### config.mk
export PLATFORM = sky130hd
export DESIGN_NAME = uart_master_slave
export DESIGN_NICKNAME = d
export VERILOG_FILES = /design/src/rtl/uart_ms_pkg.sv /design/src/rtl/uart_ms_phy.sv /design/src/rtl/uart_master_slave.sv
export SDC_FILE = /design/constraint.sdc
export NUM_CORES = 1
export LEC_CHECK = 0
export ABC_AREA = 1
export CAP_MARGIN = 10
export CORE_MARGIN = 2
export CORE_UTILIZATION = 53
export CTS_CLUSTER_SIZE = 12
export DETAILED_ROUTE_END_ITERATION = 8
export PLACE_DENSITY_LB_ADDON = 0.2
export SYNTH_ARGS = -nofsm -noshare
export SYNTH_HDL_FRONTEND = slang
export SYNTH_SLANG_ARGS = --single-unit
### constraint.sdc
create_clock -name i_clk -period 1.9 [get_ports i_clk]
set_clock_uncertainty 0.1 [all_clocks]
set_input_delay 0.19 -clock i_clk [delete_from_list [all_inputs] [get_ports i_clk]]
set_output_delay 0.19 -clock i_clk [all_outputs]
set_load 0.1 [all_outputs]
### src/rtl/uart_ms_pkg.sv
// uart_ms_pkg: parser states and host command bytes for the UART bus bridge
package uart_ms_pkg;
  typedef enum logic [2:0] {IDLE, ESC, ADDR_HI, ADDR_LO, DATA, BUS} state_t;
  localparam logic [7:0] ESC_CHAR  = 8'hFF;
  localparam logic [7:0] CMD_WRITE = 8'h57;
  localparam logic [7:0] CMD_READ  = 8'h52;
  localparam logic [7:0] CMD_RESET = 8'h53;
  localparam logic [7:0] CMD_CLEAR = 8'h43;
endpackage

### src/rtl/uart_ms_phy.sv
// uart_ms_phy: 8N1 serialiser/deserialiser, DIV clocks per bit
module uart_ms_phy #(
  parameter int DIV = 16
) (
  input  logic       i_clk,
  input  logic       i_reset,
  input  logic       i_rx,
  input  logic       i_tx_load,
  input  logic [7:0] i_tx_data,
  output logic [7:0] o_rx_data,
  output logic       o_rx_valid,
  output logic       o_tx,
  output logic       o_tx_busy
);
  localparam int CW = $clog2(DIV + 1);
  logic [2:0]    rx_sync;
  logic          rx_busy;
  logic [CW-1:0] rx_cnt;
  logic [3:0]    rx_bit;
  logic [CW-1:0] tx_cnt;
  logic [3:0]    tx_bit;
  logic [8:0]    tx_sh;
  assign o_tx = tx_sh[0];
  // rx_sync[1] is the synchronised line, rx_sync[2] its previous value for edge detection
  always_ff @(posedge i_clk) begin
    if (i_reset) begin
      rx_sync    <= '1;
      rx_busy    <= 1'b0;
      rx_cnt     <= '0;
      rx_bit     <= '0;
      o_rx_data  <= '0;
      o_rx_valid <= 1'b0;
    end else begin
      rx_sync    <= {rx_sync[1:0], i_rx};
      o_rx_valid <= 1'b0;
      if (!rx_busy) begin
        if (rx_sync[2] & ~rx_sync[1]) begin
          rx_busy <= 1'b1;
          rx_cnt  <= CW'(DIV / 2 - 1);
          rx_bit  <= '0;
        end
      end else if (rx_cnt == '0) begin
        rx_cnt <= CW'(DIV - 1);
        rx_bit <= rx_bit + 4'd1;
        if (rx_bit == 4'd9) begin
          rx_busy    <= 1'b0;
          o_rx_valid <= rx_sync[1];
        end else if (rx_bit != 4'd0) o_rx_data <= {rx_sync[1], o_rx_data[7:1]};
      end else rx_cnt <= rx_cnt - 1'b1;
    end
  end
  always_ff @(posedge i_clk) begin
    if (i_reset) begin
      tx_sh     <= '1;
      o_tx_busy <= 1'b0;
      tx_cnt    <= '0;
      tx_bit    <= '0;
    end else if (!o_tx_busy) begin
      if (i_tx_load) begin
        tx_sh     <= {i_tx_data, 1'b0};
        o_tx_busy <= 1'b1;
        tx_cnt    <= CW'(DIV - 1);
        tx_bit    <= '0;
      end
    end else if (tx_cnt == '0) begin
      tx_sh  <= {1'b1, tx_sh[8:1]};
      tx_cnt <= CW'(DIV - 1);
      tx_bit <= tx_bit + 4'd1;
      if (tx_bit == 4'd9) o_tx_busy <= 1'b0;
    end else tx_cnt <= tx_cnt - 1'b1;
  end
endmodule

### src/rtl/uart_master_slave.sv
// uart_master_slave: UART console port plus escaped bus-master/CPU-reset commands.
// Define UART_MS_RX_INT_EN to drive o_int from the console receive buffer.
module uart_master_slave
  import uart_ms_pkg::*;
#(
  parameter int BAUDRATE = 1152000,
  parameter int SYS_FREQ = 25000000
) (
  input  logic        i_clk,
  input  logic        i_reset,
  input  logic [7:0]  i_master_data,
  output logic [7:0]  o_master_data,
  output logic [15:0] o_master_addr,
  input  logic        i_master_ack,
  output logic        o_master_we,
  output logic        o_master_cs,
  input  logic [7:0]  i_slave_data,
  output logic [7:0]  o_slave_data,
  input  logic        i_slave_addr,
  output logic        o_slave_ack,
  input  logic        i_slave_we,
  input  logic        i_slave_cs,
  output logic        o_int,
  input  logic        i_uart_rx,
  output logic        o_uart_tx,
  output logic        o_reset
);
  localparam int DIV = SYS_FREQ / BAUDRATE;
  state_t     state;
  logic [7:0] rx_data, pend_b, rx_byte, mreply_b, in_b, tx_data;
  logic       rx_strobe, pend_v, rx_valid, mreply_v, cs_q;
  logic       in_v, cs_rise, slave_wr, tx_load, tx_busy_phy, tx_busy;
  uart_ms_phy #(.DIV(DIV)) u_phy (
    .i_clk      (i_clk),
    .i_reset    (i_reset),
    .i_rx       (i_uart_rx),
    .i_tx_load  (tx_load),
    .i_tx_data  (tx_data),
    .o_rx_data  (rx_data),
    .o_rx_valid (rx_strobe),
    .o_tx       (o_uart_tx),
    .o_tx_busy  (tx_busy_phy)
  );
  assign in_v         = (state != BUS) & (pend_v | rx_strobe);
  assign in_b         = pend_v ? pend_b : rx_data;
  assign cs_rise      = i_slave_cs & ~cs_q;
  assign slave_wr     = cs_rise & i_slave_we & i_slave_addr;
  assign tx_busy      = tx_busy_phy | mreply_v;
  assign tx_load      = ~tx_busy_phy & (mreply_v | slave_wr);
  assign tx_data      = mreply_v ? mreply_b : i_slave_data;
  assign o_slave_data = i_slave_addr ? rx_byte : {6'b0, tx_busy, rx_valid};
  assign o_slave_ack  = i_slave_cs;
`ifdef UART_MS_RX_INT_EN
  assign o_int = rx_valid;
`else
  assign o_int = 1'b0;
`endif
  always_ff @(posedge i_clk) begin
    if (i_reset) begin
      state         <= IDLE;
      pend_v        <= 1'b0;
      pend_b        <= '0;
      rx_valid      <= 1'b0;
      rx_byte       <= '0;
      mreply_v      <= 1'b0;
      mreply_b      <= '0;
      cs_q          <= 1'b0;
      o_master_cs   <= 1'b0;
      o_master_we   <= 1'b0;
      o_master_addr <= '0;
      o_master_data <= '0;
      o_reset       <= 1'b0;
    end else begin
      cs_q <= i_slave_cs;
      if (cs_rise & ~i_slave_we & i_slave_addr) rx_valid <= 1'b0;
      if (tx_load & mreply_v) mreply_v <= 1'b0;
      // a byte landing during a bus access waits in pend until the access completes
      if (state == BUS && rx_strobe) begin
        pend_v <= 1'b1;
        pend_b <= rx_data;
      end else if (in_v) pend_v <= 1'b0;
      if (in_v) begin
        case (state)
          IDLE: begin
            if (in_b == ESC_CHAR) state <= ESC;
            else begin
              rx_valid <= 1'b1;
              rx_byte  <= in_b;
            end
          end
          ESC: begin
            state <= IDLE;
            if (in_b == ESC_CHAR) begin
              rx_valid <= 1'b1;
              rx_byte  <= in_b;
            end else if (in_b == CMD_WRITE || in_b == CMD_READ) begin
              o_master_we <= in_b == CMD_WRITE;
              state       <= ADDR_HI;
            end else if (in_b == CMD_RESET) o_reset <= 1'b1;
            else if (in_b == CMD_CLEAR) o_reset <= 1'b0;
          end
          ADDR_HI: begin
            o_master_addr[15:8] <= in_b;
            state               <= ADDR_LO;
          end
          ADDR_LO: begin
            o_master_addr[7:0] <= in_b;
            o_master_cs        <= ~o_master_we;
            state              <= o_master_we ? DATA : BUS;
          end
          DATA: begin
            o_master_data <= in_b;
            o_master_cs   <= 1'b1;
            state         <= BUS;
          end
          default: state <= state;
        endcase
      end
      if (state == BUS && i_master_ack) begin
        o_master_cs <= 1'b0;
        state       <= IDLE;
        if (!o_master_we) begin
          mreply_v <= 1'b1;
          mreply_b <= i_master_data;
        end
      end
    end
  end
endmodule

==> results.tsv, run 1 <==
metric	value	unit
grt_max_degree	51	
power_frac_seq	56.0	%
numClockSinks	99	
synth.cells.most_frequent	111 x sky130_fd_sc_hd__nand2_1, 99 x sky130_fd_sc_hd__dfxtp_1, 65 x sky130_fd_sc_hd__nor2_1	
fp-row-count	33	
synthDominantAreaCellType	sky130_fd_sc_hd__dfxtp_1	
cts_htree_levels	3	
fp.dieH	96.1	µm
post_synth_instance_area	0.00449	mm²
post_drt_wl_per_cell	12.7	µm
num_antenna_cells	0	
cellInternalPower	2.89	mW
finalCritPeriodShare	93.5	%
post-dp-hpwl	7.26	mm
slew_worst_pin	0.556	ns
net-switching-power	934	µW
max_cap_check_violation_count	0	
total_die_area	0.00923	mm²
synthesis.yosys.warnings	0	
syn-num-nets	629	
power.share.combinational	8.6	%
grt_first_pass_wirelength	16.1	mm
final.setup.tns	0	ns
die_width	96.1	µm
timing.hold.ws	0.178	ns
fmaxAchievable	563	MHz
ys_top_cells_by_area	sky130_fd_sc_hd__dfxtp_1 44%, sky130_fd_sc_hd__nand2_1 9.3%, sky130_fd_sc_hd__a21oi_1 6.1%, sky130_fd_sc_hd__nand3_1 5.7%, sky130_fd_sc_hd__nor2_1 5.4%	
post_synth_num_cell_types	41	
num-fill-cells	701	
grt_setup_unrepaired	false	
crit_arrival	2.00	ns
place_congestion	0.867	
yosysMostFrequentCell	sky130_fd_sc_hd__nand2_1	
gate_family_responsible_for_the_most_delay_along_the_worst_path	simple AND/OR/NAND/NOR gates	
cts_hold_buffers	0	
detailedRoute.firstIterationViolations	177	
timing_hold_violations_final	0	
final_net_count	702	
cp_common_cell	sky130_fd_sc_hd__nand2_4	
peakVddDrop	0.000341	V
post-route-worst-setup-slack	0.123	ns
syn_avg_cell_area	7.50	µm²
worstPathCellList	buf_12 -> clkinv_4 -> nand2_2 -> nand2_4 -> nand2_4 -> nor2_4 -> nand2_4 -> a21oi_4 -> buf_4 -> a21oi_1 -> nor2_1	
required_time_at_the_worst_slack_endpoint	2.12	ns
max-clock-path-buffers	2	
port_buffers	59	
dr_total_vias	4091	
number_of_global_route_vias_before_repair	3617	
p_leak	2.30	nW
hold_class	in -> reg	
max_stage_delay	0.34	ns
grt_use_total	22.3	%
synth_top_cell_area_share	44.1	%
placeableCoreArea	0.00822	mm²
synth-seq-cells	99	
final_setup_violation_count	0	
crit_path_start_kind	flip-flop	
cts.reportedPaths.clkPinSlew	0.09	ns
crit_slowest_cell	sky130_fd_sc_hd__dfxtp_1	
drt_first_pass_iters	4	
avgViaCountPerCell	5.23	
final_cell_count_no_fill	782	
power_frac_clock	35.3	%
outcome	finished, final reports clean	
synthCells	599	
dpl.cell_count	766	
synthFlopType	sky130_fd_sc_hd__dfxtp_1	
synth-seq-area-share	44.1	%
remaining_drc_errors	0	
power_switching_share	24.4	%
period_minus_slack	1.78	ns
synth_enable_flop_cells	0	
antenna_left	0	
max-slew-margin-rel	63.0	%
critPathCaptureType	flip-flop	
cts-root-buf	sky130_fd_sc_hd__clkbuf_8	
crit_start	pend_v	
layout-area-overhead-vs-synth	22.8	%
share_of_cells_above_drive_strength_1	18.8	%
worst_setup_path_type	reg -> reg	
placed_cell_area	0.00532	mm²
routed_wl	9.92	mm
tritoncts	yes	
gr-total-overflow	0	
cts_made_buffers	9	
p_per_area	692	mW/mm²
ios	61	
dp_slack	0.131	ns
initial_antenna_violation_count	0	
timing.critical_path.fanout_max	11	
worst_skew_pair.late_latency	0.37	ns
effective_utilization_at_floorplan	54.7	%
worstPathBufferInverterCount	3	
total_non_filler_cell_area_in_the_finished_layout	0.00552	mm²
hp-start	i_reset	
async_reset_ff_share	0	%
timing.rr.start	pend_v	
report.final.slew_viol_count	0	
==> cells by family after synthesis <==
logic type                 count (synthesis)  synth area share (%)
buffers and inverters                     92                  8.86
DFF                                       99                  44.1
AOI/OAI and AO/OA                        128                  16.5
other                                      1                0.0835
and+or+nand+nor                          267                  27.5
muxes                                      1                 0.251
adders and majority gates                  7                  1.95
xor gates and xnor gates                   4                 0.780
==> through the flow <==
step / power [mW] / util (%)
6_report: 3.82 / 67.2
5_1_grt: 3.96 / 67.2
4_1_cts: 3.84 / 67.2
3_5_place_dp: 2.51 / 64.8
3_3_place_gp: 2.51 / 64.8
2_1_floorplan: 2.40 / -
==> cells in the final DEF, fill, tap and decap left out, types with 2 or more instances in the layout <==
cell type and instances:
sky130_fd_sc_hd__nand2_1 111, sky130_fd_sc_hd__dfxtp_1 99, sky130_fd_sc_hd__nor2_1 65, sky130_fd_sc_hd__inv_1 58
sky130_fd_sc_hd__a21oi_1 55, sky130_fd_sc_hd__buf_4 53, sky130_fd_sc_hd__nand3_1 51, sky130_fd_sc_hd__o21ai_0 36
sky130_fd_sc_hd__clkdlybuf4s50_1 21, sky130_fd_sc_hd__nand2_2 13, sky130_fd_sc_hd__a211oi_1 12, sky130_fd_sc_hd__buf_12 11
sky130_fd_sc_hd__clkbuf_8 10, sky130_fd_sc_hd__o211ai_1 9, sky130_fd_sc_hd__nand2_4 8, sky130_fd_sc_hd__ha_1 7
sky130_fd_sc_hd__inv_2 6, sky130_fd_sc_hd__a21oi_2 6, sky130_fd_sc_hd__nand4_1 4, sky130_fd_sc_hd__clkinv_1 3
sky130_fd_sc_hd__or2_2 3, sky130_fd_sc_hd__a31oi_1 3, sky130_fd_sc_hd__nor2_4 3, sky130_fd_sc_hd__nor3_1 3
sky130_fd_sc_hd__clkinv_2 3, sky130_fd_sc_hd__o22ai_1 2, sky130_fd_sc_hd__xnor2_1 2, sky130_fd_sc_hd__xor2_1 2
==> path summary, 6_finish.rpt <==
check,cells after the start,endpoint,slack (ns)
worst max-delay path,11,rx_byte[5],0.12
worst min-delay path,3,u_phy.rx_sync[2],0.18
worst max register to register,11,rx_byte[5],0.12
worst min register to register,1,u_phy.rx_sync[1],0.33
==> layer usage <==
layer / part of all wire, % / up-vias / GRT usage [%]
li1: - / 2101 / -
met1: 48 / 1885 / 29.4
met2: 46 / 86 / 35.8
met3: 4.0 / 19 / 3.52
met4: 1.9 / 0 / 10.2
met5: 0 / - / 0
==> area by class of cell <==
type	instances	area, µm²	share of cell area [%]
inverter	68	260	4.72
clock buffer	11	141	2.56
timing repair buffer	86	833	15.1
multi-input combinational	408	2120	38.4
sequential	99	1980	35.9
tap	105	131	2.38
clock inverter	5	52.6	0.952
==> registers in the layout (all words and copies together), names as in the netlist, 4 cells and up <==
name,cells
o_master_data,8
u_phy.rx_cnt,5
u_phy.tx_cnt,5
u_phy.rx_bit,4
u_phy.o_rx_data,8
rx_byte,8
pend_b,8
mreply_b,8
o_master_addr,16
u_phy.tx_bit,4
u_phy.tx_sh,9
==> worst reg2reg max path, delay by kind of cell (launching register included) <==
| family | cells | cell delay, ns |
|---|---|---|
| buffers and inverters | 3 | 0.42 |
| DFF | 1 | 0.34 |
| AOI/OAI and AO/OA | 2 | 0.33 |
| and+or+nand+nor | 6 | 0.52 |
==> power by group through the flow <==
stage / Clock (mW) / Sequential, mW / Combinational (mW)
global route: 1.44 / 2.15 / 0.368
floorplan: 0 / 2.20 / 0.200
detailed placement: 0 / 2.19 / 0.325
global placement: 0 / 2.19 / 0.319
CTS: 1.38 / 2.14 / 0.327
finish: 1.35 / 2.14 / 0.329
==> what timing repair did <==
item,CTS,global route
buffers inserted,0,0
resized for setup,0,1
setup endpoints to repair,0,2
Power figures use the tool's default switching activity.
==> inputs of run 2 (changes only) <==
--- a/config.mk
+++ b/config.mk
@@ -12,6 +12,8 @@
 export CTS_CLUSTER_SIZE = 12
 export DETAILED_ROUTE_END_ITERATION = 8
 export PLACE_DENSITY_LB_ADDON = 0.2
+export SKIP_CTS_REPAIR_TIMING = 1
+export SLEW_MARGIN = 20
 export SYNTH_ARGS = -nofsm -noshare
 export SYNTH_HDL_FRONTEND = slang
 export SYNTH_SLANG_ARGS = --single-unit
==> results of run 2 <==
The final DEF is identical to that of run 1; final timing and power are the same.
==> inputs of run 3 (changes only) <==
--- a/config.mk
+++ b/config.mk
@@ -7,8 +7,8 @@
 export LEC_CHECK = 0
 export ABC_AREA = 1
 export CAP_MARGIN = 10
-export CORE_MARGIN = 2
-export CORE_UTILIZATION = 53
+export CORE_MARGIN = 4
+export CORE_UTILIZATION = 55
 export CTS_CLUSTER_SIZE = 12
 export DETAILED_ROUTE_END_ITERATION = 8
 export PLACE_DENSITY_LB_ADDON = 0.2
==> constraint.sdc (replaced) <==
create_clock -name i_clk -period 1.7 [get_ports i_clk]
set_clock_uncertainty 0.1 [all_clocks]
set_input_delay 0.17 -clock i_clk [delete_from_list [all_inputs] [get_ports i_clk]]
set_output_delay 0.17 -clock i_clk [all_outputs]
set_load 0.1 [all_outputs]
==> run 3 against run 2 <==
  * The run now ends with DRC, setup timing left
  * Clock power increased by 13%
  * Total power increased by 14%
  * Via count increased by 7.9%
  * Non-clock buffer count increased by 23
  * Die area increased by 4.9%
  * Largest cell class unchanged
==> results.tsv, run 3 (same netlist as run 1, synthesis figures left out) <==
metric	value	unit	change
outcome	finished with violations		
violations	DRC, setup timing		
crit_arrival	1.98	ns	-0.02 ns
hold_class	in -> reg		
num-fill-cells	542		-23%
ios	61		unchanged
total_non_filler_cell_area_in_the_finished_layout	0.00624	mm²	+13%
max_stage_delay	0.35	ns	about the same
share_of_cells_above_drive_strength_1	25.0	%	+6.2 points
worst_skew_pair.late_latency	0.37	ns	about the same
fp.dieH	98.4	µm	+2.4%
post-dp-hpwl	8.09	mm	+11%
port_buffers	59		unchanged
timing_hold_violations_final	0		unchanged
period_minus_slack	1.77	ns	-0.00203 ns
cp_common_cell	sky130_fd_sc_hd__nand2_4		
finalPower	4.34	mW	+14%
report.final.slew_viol_count	0		unchanged
layout_common_cells	105 x sky130_fd_sc_hd__nand2_1, 97 x sky130_fd_sc_hd__dfxtp_1, 62 x sky130_fd_sc_hd__nor2_1		
number_of_global_route_vias_before_repair	4234		+17%
avgViaCountPerCell	5.50		+5.1%
antenna_left	0		unchanged
crit_slowest_cell	sky130_fd_sc_hd__dfxtp_4		
largest_register_ffs	16		unchanged
place_congestion	0.861		-0.68%
timing.critical_path.fanout_max	8		-3
dp_slack	-0.166	ns	-0.297 ns
finalCritPeriodShare	104	%	+11 points
grt_max_degree	51		unchanged
numClockSinks	99		unchanged
cts.reportedPaths.clkPinSlew	0.10	ns	about the same
cts_htree_levels	3		unchanged
crit_path_start_kind	flip-flop		
post-route-worst-setup-slack	-0.0749	ns	-0.198 ns
detailedRoute.firstIterationViolations	256		+45%
total_die_area	0.00968	mm²	+4.9%
placeableCoreArea	0.00785	mm²	-4.5%
gr-total-overflow	0		unchanged
p_leak	2.55	nW	+11%
routed_wl	12.1	mm	+22%
drt_first_pass_iters	7		+3
grt_first_pass_wirelength	18.7	mm	+16%
final_setup_violation_count	10		+10
fp-row-count	32		-3.0%
final_net_count	726		+3.4%
initial_antenna_violation_count	0		unchanged
effective_utilization_at_floorplan	57.3	%	+2.6 points
most_flops_register	o_master_addr		
peakVddDrop	0.000529	V	+55%
layout_top_registers	o_master_addr (16), u_phy.tx_sh (9)		
final_common_cell	sky130_fd_sc_hd__nand2_1		
grt_use_total	23.1	%	+0.76 points
p_per_area	695	mW/mm²	+0.34%
cts_made_buffers	9		unchanged
grt_setup_unrepaired	true		
required_time_at_the_worst_slack_endpoint	1.90	ns	-0.22 ns
worst_setup_path_type	reg -> reg		
timing.hold.ws	0.274	ns	+0.0958 ns
tritoncts	yes		
num_antenna_cells	0		unchanged
cts-root-buf	sky130_fd_sc_hd__clkbuf_8		
layout-area-overhead-vs-synth	38.9	%	
max_cap_check_violation_count	0		unchanged
final.setup.tns	-0.488	ns	-0.488 ns
die_width	98.4	µm	+2.4%
dr_total_vias	4415		+7.9%
critPathCaptureType	flip-flop		
fmaxAchievable	563	MHz	+0.11%
max-clock-path-buffers	2		unchanged
remaining_drc_errors	2		+2
post_drt_wl_per_cell	15.0	µm	+18%
placed_cell_area	0.00579	mm²	+8.8%
worstPathCellList	buf_8 -> clkinv_8 -> nand2_4 -> nand2_4 -> nand2_4 -> nor2_4 -> nand2_4 -> a21oi_4 -> buf_12 -> buf_12 -> a21oi_2 -> nor2_1		
==> run 3: changes by cell type in the layout (fill, tap and decap cells not counted), sizes merged <==
cell / delta
clkinvlp: +3
buf: +21
clkinv: -1
clkdlybuf4s50: +1
==> run 3: critical path, delay by kind of cell, from the launching register on <==
family | cells | cell delay, ns
and+or+nand+nor | 6 | 0.51
AOI/OAI and AO/OA | 2 | 0.27
buffers and inverters | 4 | 0.46
DFF | 1 | 0.35
==> run 3: area by class of cell <==
cell class | instances | area, µm² | share of cell area (%)
Clock buffer | 10 | 128 | 2.04
Tap cell | 102 | 128 | 2.04
Inverter | 68 | 275 | 4.41
Timing Repair inverter | 1 | 5.00 | 0.0802
Timing Repair Buffer | 109 | 1420 | 22.7
Multi-Input combinational cell | 408 | 2240 | 35.9
Clock inverter | 6 | 65.1 | 1.04
Sequential cell | 99 | 1990 | 31.8
==> run 3: worst paths after layout <==
kind,start,endpoint,slack (ns),cells after the start
setup reg to reg,pend_v,rx_byte[3],-0.07,12
hold reg to reg,u_phy.rx_sync[0],u_phy.rx_sync[1],0.32,1
setup / recovery,pend_v,rx_byte[3],-0.07,12
hold / removal,i_master_data[4],mreply_b[4],0.27,3
==> run 3: per-stage QoR <==
step           utilization (%)  std cells
2_1_floorplan                -        599
3_3_place_gp              73.8        777
3_5_place_dp              73.8        777
4_1_cts                   76.3        793
5_1_grt                   79.5        803
6_report                  79.5        803
==> run 3: power by group <==
group | internal (mW) | switching (mW) | total (mW)
logic | 0.184 | 0.238 | 0.423
clock network | 0.684 | 0.834 | 1.52
registers | 2.36 | 0.0345 | 2.40
==> run 3: metal layers <==
layer / routed length [µm] / GRT usage (%) / up-vias / part of all wire, %
met3: 704 / 3.50 / 20 / 5.8
li1: - / - / 2153 / -
met2: 6480 / 41.9 / 156 / 54
met4: 199 / 11.2 / 0 / 1.6
met5: 0 / 0 / - / 0
met1: 4680 / 26.1 / 2086 / 39
